==> config.mk <==
export PLATFORM = sky130hd
export DESIGN_NAME = conv_wide_narrow_hs
export DESIGN_NICKNAME = d
export VERILOG_FILES = /design/src/rtl/conv_wide_narrow_hs.sv
export SDC_FILE = /design/constraint.sdc
export NUM_CORES = 1
export LEC_CHECK = 0
export BUFFER_PORTS_ARGS = -buffer_cell sky130_fd_sc_hd__buf_2
export CAP_MARGIN = 0
export CORE_UTILIZATION = 45
export CTS_BUF_LIST = sky130_fd_sc_hd__clkbuf_4 sky130_fd_sc_hd__clkbuf_8 sky130_fd_sc_hd__clkbuf_16
export DETAILED_ROUTE_END_ITERATION = 12
export GPL_ROUTABILITY_DRIVEN = 0
export GPL_TIMING_DRIVEN = 0
export PLACE_DENSITY = 0.79
export SLEW_MARGIN = 30
export SYNTH_ARGS = -nofsm -noshare
export SYNTH_HDL_FRONTEND = slang
export SYNTH_SLANG_ARGS = --single-unit
export TNS_END_PERCENT = 5
==> constraint.sdc <==
create_clock -name clk -period 1.5 [get_ports clk]
set_input_delay 0.075 -clock clk [delete_from_list [all_inputs] [get_ports clk]]
set_output_delay 0.075 -clock clk [all_outputs]
set_load 0.02 [all_outputs]
==> src/rtl/conv_wide_narrow_hs.sv <==
// Wide-to-narrow serialiser: one IN_W word in, N = IN_W/OUT_W lanes out, with
// valid/ready handshakes on both sides and a synchronous flush.
module conv_wide_narrow_hs #(
    parameter int unsigned IN_W      = 32,
    parameter int unsigned OUT_W     = 8,
    parameter bit          MSB_FIRST = 1'b1
) (
    input  logic                              clk,
    input  logic                              reset,
    input  logic                              flush,
    input  logic [IN_W-1:0]                   data_in,
    input  logic                              valid_in,
    output logic                              ready_in,
    output logic [OUT_W-1:0]                  data_out,
    output logic                              valid_out,
    input  logic                              ready_out,
    output logic [$clog2(IN_W/OUT_W)-1:0]     lane_idx,
    output logic                              last_out
);

    localparam int unsigned N  = IN_W / OUT_W;
    localparam int unsigned LW = $clog2(N);
    localparam logic [LW-1:0] LAST_LANE = LW'(N - 1);

    generate
        if ((IN_W % OUT_W) != 0 || N < 2) begin : g_bad_ratio
            $error("conv_wide_narrow_hs: IN_W must be a multiple of OUT_W with at least two lanes");
        end
    endgenerate

    typedef enum logic {
        S_IDLE,
        S_BUSY
    } state_t;

    state_t            r_state;
    logic [LW-1:0]     r_lane;
    logic [IN_W-1:0]   r_hold;
    logic [IN_W-1:0]   w_ordered;
    logic              w_lane_last;
    logic              w_busy;
    logic              w_acc_in;
    logic              w_acc_out;

    // Lanes are reordered at capture so lane 0 always sits in the low bits and
    // the word simply shifts down by OUT_W per emitted lane.
    always_comb begin
        w_ordered = data_in;
        if (MSB_FIRST) begin
            for (int unsigned i = 0; i < N; i++) begin
                w_ordered[i*OUT_W +: OUT_W] = data_in[(N-1-i)*OUT_W +: OUT_W];
            end
        end
    end

    assign w_busy      = (r_state == S_BUSY);
    assign w_lane_last = (r_lane == LAST_LANE);
    assign ready_in    = !reset && !flush && (!w_busy || (w_lane_last && ready_out));
    assign w_acc_in    = valid_in && ready_in;
    assign w_acc_out   = w_busy && ready_out;

    always_ff @(posedge clk) begin
        if (reset) begin
            r_state <= S_IDLE;
            r_lane  <= '0;
            r_hold  <= '0;
        end else if (flush) begin
            r_state <= S_IDLE;
            r_lane  <= '0;
        end else if (!w_busy) begin
            if (w_acc_in) begin
                r_hold  <= w_ordered;
                r_lane  <= '0;
                r_state <= S_BUSY;
            end
        end else if (w_acc_out) begin
            if (!w_lane_last) begin
                r_lane <= r_lane + LW'(1);
                r_hold <= r_hold >> OUT_W;
            end else if (w_acc_in) begin
                r_hold <= w_ordered;
                r_lane <= '0;
            end else begin
                r_state <= S_IDLE;
                r_lane  <= '0;
            end
        end
    end

    assign valid_out = w_busy;
    assign data_out  = w_busy ? r_hold[OUT_W-1:0] : '0;
    assign lane_idx  = r_lane;
    assign last_out  = w_busy && w_lane_last;

endmodule

==> impl_results.md, run 1 <==
* Status: finished with violations
* Failing checks: setup timing
* Critical Path Source Type: flop
* Post-synthesis simple-gate area fraction at 45.47%
* Post-DRT Antenna Nets at 0
* CTS sink count at 35
* I/O pin total at 50
* XOR/XNOR Fraction of Synth Area at 0%
* Hold Vio Cnt, Final at 0
* Ranking of synthesized cells by area: dfxtp_1 (43%), nor2_1 (15%), nor4_2 (15%)
* Max Slew Vio Count at 0
* VDD IR max at 0.4981 mV
* Reg area at 711.9 um2
* Area grow syn2layout at 40.75%
* GRT overflow at 0
* Synth Warn # at 0
* Synth area leader: dfxtp_1
* CP startpoint: lane_idx[1]$_SDFFE_PP0P_
* LEAKAGE at 0.001031 uW
* Peak Freq at 0.6315 GHz
* Number of port buffers at 49
* TritonCTS clock tree: done
* Levels on crit path at 7
* Nets at 312
* Routed len/inst at 12.73 um
* Final wirelength at 4074 um
* Post-layout total power at 1854 uW
* Most used cell, CP: nor4_1
* Seq/Total Area, Yosys at 42.65%
* Period utilization at 105.6%
* Post-Synthesis Cells at 200
* Mean Syn Cell Area at 8.214 um2
* Worst r2r dst: r_hold[2]$_SDFFE_PP0P_
* Delay-heaviest family, CP: simple AND/OR/NAND/NOR gates
* Via count at 1595
* Die Ht at 62.42 um
* Largest family of logic cells by synthesized area: simple AND/OR/NAND/NOR gates
* R2r setup slk at -80 ps
* Bufs and invs on worst path at 2
* Data required, critical path at 1720 ps
* Compound-gate portion of the synthesized area at 6.169%
* Fin util at 67.69%
* Setup Viol. Count Final at 23
* Area occupied by multi-input gates at 922.1 um2
* CP Capture Point: r_hold[2]$_SDFFE_PP0P_
* Distinct cell type count after synthesis at 28
* Critical Path Sink Type: flop
* DRT Pass-1 Iters at 4
* Largest net degree at the start of global routing at 11
* Number of global-route vias before repair at 1423
* Synth Area in Adders at 0.7616%
* Fin Clk Skew at 15.68 ps
* CP Class: reg2reg
* Slew headroom at 54.43%
* PnR worst setup slack at -83.59 ps
* Hpwl dp at 2564 um
* Worst Hold Class: in2reg
* FF-to-FF Start: lane_idx[1]$_SDFFE_PP0P_
* # diodes at 0
* Yosys reg bits at 35
* Row Count at 21
* TNS Setup at -896.5 ps
* Max Cap Violations at 0
* Commonest non-fill, non-tap cells in the layout: nor2_1 (65), buf_2 (51), dfxtp_1 (32)
* Delay of the slowest critical-path stage at 370 ps
* Commonest non-fill, non-tap cell in the layout: nor2_1
* Slowest-stage cell, CP: dfxtp_4
* Clock buffers created by TritonCTS at 5
* Core area at 0.003416 mm2
* CP Cell Sequence: ha_4 -> a21boi_4 -> nand3b_1 -> buf_6 -> buf_4 -> nor4_1 -> nor4_1
* RSZ-0062 raised after global routing: true
* Initial antenna violation count at 0
* Syn Nets at 238
* Fraction of layout cells with a size suffix above 1 at 41.61%
* Worst EP arrival at 1810 ps
* Setup WS pre-CTS at -185.5 ps
* Fillcell total at 287
* Clk_lat worst skew at 340 ps
* Clock transition at path regs at 100 ps
* Pwr/cell area at 801.8 mW/mm2
* H-tree depth at 2
* Starting DRT DRC Count at 59
* Min Tclk post-route at 1584 ps
* Initial core utilization at 48.10%
* Die Area at 0.003896 mm2
* Mux contribution to synthesized area at 0%
* Hold depth at 3
* Gr usage total at 20.77%
* Die extent in x at 62.42 um
* Measured slew at the worst slew-check pin at 683.5 ps
* # DRC at 0
* Synth Cell Area at 0.001643 mm2
* Via/cell ratio at 4.984
* CP max FO at 5
* Worst reg2reg path depth at 7
* Root Driver: clkbuf_4
* First-pass GRT wire length at 6389 um
* CTS max path bufs at 2
* Top cell type's share of synthesized area at 42.65%
[routing by layer]
metal | track usage (%) | vias to the layer above | wire length, um
met5 | 0 | - | 0
met4 | 9.012 | 0 | 125
met3 | 4.562 | 17 | 241
met2 | 34.38 | 55 | 1943
met1 | 25.80 | 702 | 1764
li1 | - | 821 | -
[Yosys cell counts, drive strengths merged]
master,instances
a21boi,1
a21oi,9
a221oi,1
a32oi,1
and2,9
and3b,1
buf,8
clkbuf,6
dfxtp,35
ha,1
inv,2
nand2,17
nand2b,3
nand3,1
nand3b,1
nand4,1
nor2,71
nor3,3
nor4,24
o21a,1
o21ai,1
o311ai,1
or2b,1
or3,1
[final cells by class]
| type | count | area share (%) |
|---|---|---|
| plain buffers | 13 | 4.870 |
| clock buffers | 6 | 2.219 |
| clock inverters | 1 | 0.2164 |
| inverters | 2 | 0.3247 |
| multi-input cells | 149 | 39.88 |
| flip-flops and latches | 35 | 30.79 |
| well taps | 46 | 2.489 |
| repair buffers | 68 | 19.21 |
[worst min-delay path, cell delays in order]
cell and delay, ps:
buf_2 100, nor2_1 90, nor4_1 50
[metrics by stage]
step                      area, um2  hold slack, ps  instances
after CTS                      2240           4.798        317
after global routing           2312           7.179        320
after floorplan                1685           144.4        200
after detailed placement       1988           321.0        295
final                          2312           14.83        320
after global placement         1988           318.5        295
[sequential cells by signal (all words and copies together) (netlist names)]
signal	cells
lane_idx	2
r_hold	32
valid_out	1
[logic make-up (layout without fill, tap and decap cells)]
family / after synthesis / in the layout
AOI/OAI and AO/OA: 15 / 15
DFF: 35 / 35
and+or+nand+nor: 133 / 133
buffers and inverters: 16 / 90
adders and majority gates: 1 / 1
[how the worst min path moves through the flow]
stage,from,to,slack [ps]
floorplan,flush,lane_idx[0]$_SDFFE_PP0P_,140
global placement,data_in[2],r_hold[26]$_SDFFE_PP0P_,320
detailed placement,data_in[7],r_hold[31]$_SDFFE_PP0P_,320
CTS,flush,lane_idx[1]$_SDFFE_PP0P_,5
global route,data_in[25],r_hold[1]$_SDFFE_PP0P_,7
finish,data_in[25],r_hold[1]$_SDFFE_PP0P_,10
[timing repair]
action,CTS,global route
resized for setup,19,10
setup buffers,6,2
cloned,2,1
endpoints found under the hold margin,8,0
pin swaps,26,1
hold buffers,8,0
endpoints found under the setup margin,39,37
[power by group]
| part | leakage (uW) | internal, uW | switching, uW |
|---|---|---|---|
| combinational | 0.000709 | 161 | 164 |
| sequential | 0.000289 | 978 | 30.1 |
| clock | 0.0000341 | 217 | 303 |
| total | 0.00103 | 1360 | 498 |
Power figures use the tool's default switching activity.
==> run 2: changes to the inputs <==
- BUFFER_PORTS_ARGS: -buffer_cell sky130_fd_sc_hd__buf_2 -> -buffer_cell sky130_fd_sc_hd__buf_4
==> run 2 against run 1 <==
Net effect: the run still ends with setup timing left; first-iteration DRC count down 42%; maximum frequency up 3.0%; highest routed layer unchanged; final cell count up 0.63%; hold slack worse by 2.4 ps; wire length up 0.32%; die area unchanged; critical path depth unchanged; sequential share of layout area down 1.7 points.
==> impl_results.md, run 2 (synthesized netlist as in run 1, its figures left out) <==
* Status: finished with violations
* Failing checks: setup timing
* Die Ht at 62.42 um (unchanged)
* GRT met1 Usage at 26.65% (+0.85 points)
* Min Tclk post-route at 1538 ps (-45.95 ps)
* Post-DRT Antenna Nets at 0 (unchanged)
* Die extent in x at 62.42 um (unchanged)
* H-tree depth at 2 (unchanged)
* CTS max path bufs at 2 (unchanged)
* GRT overflow at 0 (unchanged)
* Clk_lat worst skew at 350 ps (about the same)
* Nets at 313 (+0.32%)
* First-pass GRT wire length at 6844 um (+7.1%)
* # diodes at 0 (unchanged)
* Delay-heaviest family, CP: simple AND/OR/NAND/NOR gates
* Fin util at 71.58% (+3.9 points)
* VDD IR max at 0.5839 mV (+17%)
* Layout Cell Area excl Fill at 0.002445 mm2 (+5.7%)
* Non-Filler Instances at 322 (+0.63%)
* Slowest-stage cell, CP: dfxtp_4
* Hpwl dp at 2590 um (+1.0%)
* Setup WS pre-CTS at -192.1 ps (-6.648 ps)
* Data required, critical path at 1770 ps (+50 ps)
* Period utilization at 102.5% (-3.1 points)
* Gr usage total at 22.58% (+1.8 points)
* Initial antenna violation count at 0 (unchanged)
* Clock buffers created by TritonCTS at 5 (unchanged)
* I/O pin total at 50 (unchanged)
* LEAKAGE at 0.001064 uW (+3.2%)
* TritonCTS clock tree: done
* PnR worst setup slack at -37.64 ps (+45.95 ps)
* RSZ-0062 raised after global routing: true
* Fin Clk Skew at 10.28 ps (-5.403 ps)
* Routed len/inst at 12.69 um (-0.30%)
* Via count at 1564 (-1.9%)
* Via/cell ratio at 4.857 (-2.6%)
* Top reg by flops: r_hold
* Worst Hold Class: in2reg
* Met2 usage at 38.32% (+3.9 points)
* Number of port buffers at 49 (unchanged)
* DRT Pass-1 Iters at 5 (+1)
* Pwr/cell area at 852.4 mW/mm2 (+6.3%)
* Number of global-route vias before repair at 1502 (+5.6%)
* Met3 Usage GRT at 7.299% (+2.7 points)
* Critical Path Sink Type: flop
* Final wirelength at 4087 um (+0.32%)
* CP Class: reg2reg
* Bufs and invs on worst path at 2 (unchanged)
* Commonest non-fill, non-tap cells in the layout: nor2_1 (66), buf_4 (56), dfxtp_1 (32)
* Slew headroom at 53.86% (-0.57 points)
* # DRC at 0 (unchanged)
* Clock transition at path regs at 100 ps (about the same)
* Area grow syn2layout at 48.82%
* Die Area at 0.003896 mm2 (unchanged)
* Peak Freq at 0.6503 GHz (+3.0%)
* Critical Path Source Type: flop
* Root Driver: clkbuf_4
* Max Cap Violations at 0 (unchanged)
* Commonest non-fill, non-tap cell in the layout: nor2_1
* Post-layout total power at 2084 uW (+12%)
* Initial core utilization at 48.10% (unchanged)
* Max Slew Vio Count at 0 (unchanged)
* GRT busiest layer: met2
* Fraction of layout cells with a size suffix above 1 at 39.86% (-1.8 points)
* Largest net degree at the start of global routing at 12 (+1)
* Row Count at 21 (unchanged)
* Placed Area at 0.002111 mm2 (+6.2%)
* CP max FO at 5 (unchanged)
* Inst Count DP at 295 (unchanged)
* CP Cell Sequence: ha_4 -> nand2b_4 -> a221oi_4 -> buf_6 -> buf_4 -> nor2_1 -> nor4_2
* Delay of the slowest critical-path stage at 370 ps (about the same)
* Setup Viol. Count Final at 14 (-39%)
* Core area at 0.003416 mm2 (unchanged)
* Hold Vio Cnt, Final at 0 (unchanged)
* Starting DRT DRC Count at 34 (-42%)
* CTS sink count at 35 (unchanged)
* Max reg flops at 32 (unchanged)
* Measured slew at the worst slew-check pin at 692.1 ps (+8.574 ps)
* Worst EP arrival at 1800 ps (about the same)
## run 2: worst paths after layout
check	startpoint	to	slack, ps	depth (start not counted)
min reg2reg	r_hold[24]$_SDFFE_PP0P_	r_hold[24]$_SDFFE_PP0P_	460	2
max	lane_idx[0]$_SDFFE_PP0P_	r_hold[2]$_SDFFE_PP0P_	-40	7
min	data_in[24]	r_hold[0]$_SDFFE_PP0P_	10	3
max reg2reg	lane_idx[0]$_SDFFE_PP0P_	r_hold[2]$_SDFFE_PP0P_	-40	7
## run 2: final cells by class
class | count | area (um2)
multi-input cells | 149 | 913.4
well taps | 46 | 57.56
fillers | 292 | 970.9
clock buffers | 8 | 95.09
plain buffers | 13 | 100.1
repair buffers | 69 | 559.3
flip-flops and latches | 35 | 711.9
inverters | 2 | 7.507
## run 2: what timing repair did
action                                  in CTS  in global routing
endpoints found under the hold margin       13                  0
hold buffers                                12                  0
setup buffers                                6                  0
resized for setup                           15                  7
endpoints found under the setup margin      32                 39
pin swaps                                   24                  3
cloned                                       2                  0
## run 2: worst min-delay path, cell delays in order
cell and delay [ps]:
buf_4 110, nor2_1 90, nor4_1 50
## run 2: report_power, final
part / total (uW) / switching (uW) / internal (uW)
logic: 348 / 162 / 186
registers: 1010 / 29.8 / 978
clock network: 728 / 324 / 405
total: 2080 / 516 / 1570
## run 2: per-stage QoR
step                hold WS (ps)  TNS, ps
finish                     12.38   -177.6
detailed placement         312.6    -2692
global placement           311.6    -2257
global route               4.522    -2603
CTS                        7.567   -255.0
floorplan                  144.4   -51.12
## run 2: metal layers
metal,vias to the layer above,part of all wire (%),routed length (um)
met3,5,5.6,228
li1,816,-,-
met2,48,49,2018
met4,0,0.98,40
met5,-,0,0
met1,695,44,1800
